**config.mk**
```make
export PLATFORM = sky130hd
export DESIGN_NAME = data_memory_ctrl
export DESIGN_NICKNAME = d
export VERILOG_FILES = /design/src/rtl/data_memory_ctrl.sv
export SDC_FILE = /design/constraint.sdc
export NUM_CORES = 1
export LEC_CHECK = 0
export CAP_MARGIN = 30
export CORE_MARGIN = 5
export CORE_UTILIZATION = 30
export DETAILED_ROUTE_END_ITERATION = 10
export GPL_ROUTABILITY_DRIVEN = 1
export PLACE_DENSITY_LB_ADDON = 0.12
export SLEW_MARGIN = 30
export SYNTH_ARGS = -nofsm -noshare
export SYNTH_HDL_FRONTEND = slang
export SYNTH_SLANG_ARGS = --single-unit
export TNS_END_PERCENT = 20
```
**constraint.sdc**
```tcl
create_clock -name clk -period 2.6 [get_ports clk]
set_input_delay 0.65 -clock clk [delete_from_list [all_inputs] [get_ports clk]]
set_output_delay 0.65 -clock clk [all_outputs]
set_load 0.05 [all_outputs]
```
**src/rtl/data_memory_ctrl.sv**
```systemverilog
// Multi-cycle data memory: wait states, byte-enabled stores,
// out-of-range and illegal-request detection, ready/done handshake.
module data_memory_ctrl #(
    parameter int DATA_W = 16,
    parameter int ADDR_W = 8,
    parameter int DEPTH = 10,
    parameter int WAIT_STATES = 1,
    parameter int SIGN_EXT = 1,
    parameter logic [DATA_W-1:0] INIT_VAL = 16'h0111
) (
    input  logic                clk,
    input  logic                rst_n,
    input  logic [ADDR_W-1:0]   address,
    input  logic [DATA_W-1:0]   datain,
    input  logic [DATA_W/8-1:0] bytesel,
    input  logic                load,
    input  logic                store,
    output logic                ready,
    output logic [DATA_W-1:0]   dataout,
    output logic                done,
    output logic                err
);
    localparam int NB = DATA_W / 8;
    localparam int IW = (DEPTH > 1) ? $clog2(DEPTH) : 1;

    typedef enum logic [1:0] {S_IDLE, S_WAIT, S_DONE} state_t;

    state_t            state;
    logic [3:0]        cnt;
    logic [ADDR_W-1:0] a_q;
    logic [DATA_W-1:0] d_q;
    logic [NB-1:0]     be_q;
    logic              ld_q;
    logic              st_q;

    logic [DATA_W-1:0] mem [DEPTH] = '{default: INIT_VAL};

    logic [31:0]   uidx;
    logic [IW-1:0] widx;
    logic          neg;
    logic          in_rng;
    logic          acc;
    logic          we;

    always_comb begin
        uidx   = 32'(a_q);
        widx   = IW'(a_q);
        neg    = (SIGN_EXT != 0) && a_q[ADDR_W-1];
        in_rng = !neg && (uidx < 32'(DEPTH));
        acc    = (state == S_WAIT) && (cnt == 4'd0);
        we     = rst_n && acc && st_q && !ld_q && in_rng;
    end

    assign ready = (state == S_IDLE);

    always_ff @(posedge clk or negedge rst_n) begin
        if (!rst_n) begin
            state   <= S_IDLE;
            cnt     <= '0;
            dataout <= '0;
            done    <= 1'b0;
            err     <= 1'b0;
            a_q     <= '0;
            d_q     <= '0;
            be_q    <= '0;
            ld_q    <= 1'b0;
            st_q    <= 1'b0;
        end else begin
            unique case (state)
                S_IDLE: begin
                    if (load || store) begin
                        a_q   <= address;
                        d_q   <= datain;
                        be_q  <= bytesel;
                        ld_q  <= load;
                        st_q  <= store;
                        cnt   <= 4'(WAIT_STATES);
                        state <= S_WAIT;
                    end
                end
                S_WAIT: begin
                    if (cnt != 4'd0) begin
                        cnt <= cnt - 4'd1;
                    end else begin
                        state <= S_DONE;
                        done  <= 1'b1;
                        if (ld_q && st_q) begin
                            err <= 1'b1;
                        end else if (!in_rng) begin
                            err <= 1'b1;
                            if (ld_q) dataout <= '0;
                        end else begin
                            err <= 1'b0;
                            if (ld_q) dataout <= mem[widx];
                        end
                    end
                end
                S_DONE: begin
                    done  <= 1'b0;
                    err   <= 1'b0;
                    state <= S_IDLE;
                end
                default: state <= S_IDLE;
            endcase
        end
    end

    // Storage has no reset; contents survive rst_n.
    always_ff @(posedge clk) begin
        if (we) begin
            for (int k = 0; k < NB; k++) begin
                if (be_q[k]) mem[widx][8*k +: 8] <= d_q[8*k +: 8];
            end
        end
    end

endmodule
```
==> summary.md <==
| Metric | Value |
|---|---|
| Status | `complete, no violations` |
| Largest net degree at the start of global routing | `41` |
| TritonRoute pass-1 iters | `4` |
| PwrDens | `1130 mW/mm^2` |
| Final period util | `92.1%` |
| XOR/XNOR share of the synthesized area | `0.210%` |
| Area of the die | `0.0312 sq mm` |
| Final setup violating endpoints | `0` |
| Minimum clock period | `2400 ps` |
| Setup Skew | `8.87 ps` |
| Core Rows | `61` |
| Port Buffers | `48` |
| WP data required | `1950 ps` |
| Routed WL per cell | `21.2 um` |
| Pwr Total | `0.0116 W` |
| Vias in the first global route | `4914` |
| Main synth FF type | `edfxtp_1` |
| Adder-cell share of the synthesized area | `0.150%` |
| Startpoint Class | `flip-flop` |
| Top-area cell type share of the netlist area | `57.7%` |
| Nets | `614` |
| Final Wtd Congestion | `0.767` |
| Post-route cell area | `0.0103 sq mm` |
| Synthesis warning total | `0` |
| Gate Count Post-Synth | `492` |
| Largest stage delay, worst path | `830 ps` |
| Post-Synth Simple-Gate Area | `6.01%` |
| Number of max-cap violations | `0` |
| Initial antenna violation count | `1` |
| Rel. slew slack | `60.1%` |
| Slew @ Worst Pin | `599 ps` |
| Beginning of the critical path | `dataout[15]$_DFFE_PN0P_` |
| Largest family of logic cells by synthesized area | `multiplexers` |
| Crit path capture type | `output port` |
| Clk_lat worst skew | `510 ps` |
| DRT Wirelength | `20.7 mm` |
| Worst path bufs/invs | `1` |
| Post-synth design cell area | `0.00832 sq mm` |
| Initial Util | `30.2%` |
| N_diodes | `0` |
| FF-to-FF Start | `cnt[0]$_DFFE_PN0P_` |
| Post-DP HPWL | `14.2 mm` |
| Yosys reg bits | `212` |
| Htree depth | `1` |
| Commonest non-fill, non-tap cells in the layout | `160 x edfxtp_1, 52 x mux2i_1, 50 x dfrtp_1` |
| FFs w/ async S/R, synth | `24.5%` |
| Hold Vio Cnt, Final | `0` |
| Remaining antenna violation count after routing | `0` |
| Mux cell area share after synthesis | `11.7%` |
| Final setup TNS | `0 ps` |
| Max Clock Freq | `0.417 GHz` |
| CORE AREA | `0.0276 sq mm` |
| Global Route Usage Sum | `13.3%` |
| Via count | `4612` |
| Leakage | `3.69 nW` |
| Ports | `49` |
| DP Area | `0.00947 sq mm` |
| CTS tree | `done` |
| RSZ-0062 raised after global routing | `no` |
| Root Driver | `clkbuf_16` |
| Die Y | `177 um` |
| CP Data Arrival Time | `1750 ps` |
| Post-synth EDFFs | `160` |
| Slew Limit Fails | `0` |
| Hold crit path type | `in2async` |
| Compound-Gate Fraction of Synth Area | `6.54%` |
| Worst-path clk slew | `60 ps` |
| Via-per-instance ratio | `4.71` |
| Count of different cell masters after synthesis | `47` |
| Global-route wire length before repair | `31.1 mm` |
| Starting DRT DRC Count | `237` |
| Number of CTS-inserted buffers | `25` |
| Avg Cell Area, Syn | `16.9 sq um` |
| Type of the worst setup path | `reg2out` |
| Most common cell after layout, fill and taps aside | `edfxtp_1` |
| Clock Tree Buf Depth | `3` |
| Slowest-stage cell, CP | `clkdlybuf4s50_1` |
| Worst-path fanout max | `2` |
| Clk sink count | `212` |
| Post-route DRC violation count | `0` |
| Area grow syn2layout | `23.2%` |
| Critical-path cell list | `clkdlybuf4s50_1` |
| Worst vdd ir | `0.000655 V` |
| Die width | `177 um` |
| Post-synthesis sequential area ratio | `73.4%` |
| Layout cells sized above 1 | `22.5%` |
| Largest delay contributor family on the critical path | `buffers and inverters` |
| Fillcell total | `2584` |
| Top cells by area, synth | `edfxtp_1 58%, dfrtp_1 16%, mux2i_1 6.3%` |
| WHS | `252 ps` |
| Syn Nets | `523` |
| Global route total overflow | `0` |
| Largest area contributor in the netlist | `edfxtp_1` |
-- registers in the layout, summed over array words and instances (netlist names) --
register  flops
mem         160
d_q          16
dataout      16
a_q           8
cnt           4
be_q          2
state         2
done          1
err           1
ld_q          1
st_q          1
-- power by group --
group	switching [W]	internal (W)	leakage, nW
combinational	0.00181	0.00134	1.23
sequential	0.000798	0.00439	2.08
clock	0.00130	0.00192	0.384
-- worst paths after layout --
| path | endpoint | slack [ps] | cells after the start |
|---|---|---|---|
| worst max-delay path | dataout[15] | 200 | 1 |
| worst min-delay path | dataout[3]$_DFFE_PN0P_ | 250 | 2 |
| worst max register to register | mem[4][12]$_DFFE_PP_ | 300 | 8 |
| worst min register to register | done$_DFFE_PN0P_ | 480 | 2 |
| max in group asynchronous | a_q[1]$_DFFE_PN0P_ | 1510 | 3 |
| min in group clk | done$_DFFE_PN0P_ | 480 | 2 |
-- per-layer routing --
layer  GRT usage [%]  up-vias  routed length, um
met5               0        -                  0
met4            3.16        0                323
met3            2.23       23               1020
met2            21.8      108               9920
met1            18.7     2358               9470
li1                -     2123                  -
-- cells by family (layout without fill, tap and decap cells) --
group | Yosys count | count (layout)
AOI/OAI and AO/OA | 65 | 65
muxes | 87 | 87
adders and majority gates | 1 | 1
and+or+nand+nor | 93 | 93
xor gates and xnor gates | 2 | 2
buffers and inverters | 32 | 141
DFF | 212 | 212
-- cell type report --
class                           count  area (sq um)  share of cell area [%]
Sequential cell                   212          6110                    59.6
Multi-Input combinational cell    248          2050                    20.0
Timing Repair Buffer               92           842                    8.21
Clock buffer                       32           672                    6.55
Tap cell                          378           473                    4.61
Clock inverter                     13          95.1                   0.927
Inverter                            4          15.0                   0.146
-- worst register-to-register path: stages (launching register included) --
cell and delay, ps:
dfrtp_1 410, inv_1 70, ha_1 170, or3b_4 420, nor3_4 160, buf_12 150
nand4_1 220, nor3_1 210, buf_4 210
-- cells in the mapped netlist (6+ instances only) --
cell / instances
a211oi_1: 14
a221oi_1: 14
a22oi_1: 12
a32o_2: 9
buf_2: 15
clkbuf_1: 7
dfrtp_1: 52
edfxtp_1: 160
mux2_2: 30
mux2i_1: 52
nand2_1: 14
nand2b_1: 7
nand3_1: 8
nor2_1: 24
nor2b_1: 16
nor3_1: 6
-- metrics by stage --
step,std cells,utilization [%],setup WS (ps)
detailed placement,933,34.4,132
global route,979,37.2,150
global placement,933,34.4,144
CTS,978,37.1,106
finish,979,37.2,204
floorplan,492,-,135
-- what timing repair did --
item / 4_1_cts / 5_1_grt
endpoints found under the hold margin: 0 / 0
buffers inserted: 0 / 1
hold buffers: 0 / 0
resized for setup: 1 / 0
endpoints found under the setup margin: 1 / 16
pin swaps: 0 / 1
No activity file was read; power rests on OpenSTA's default activity.
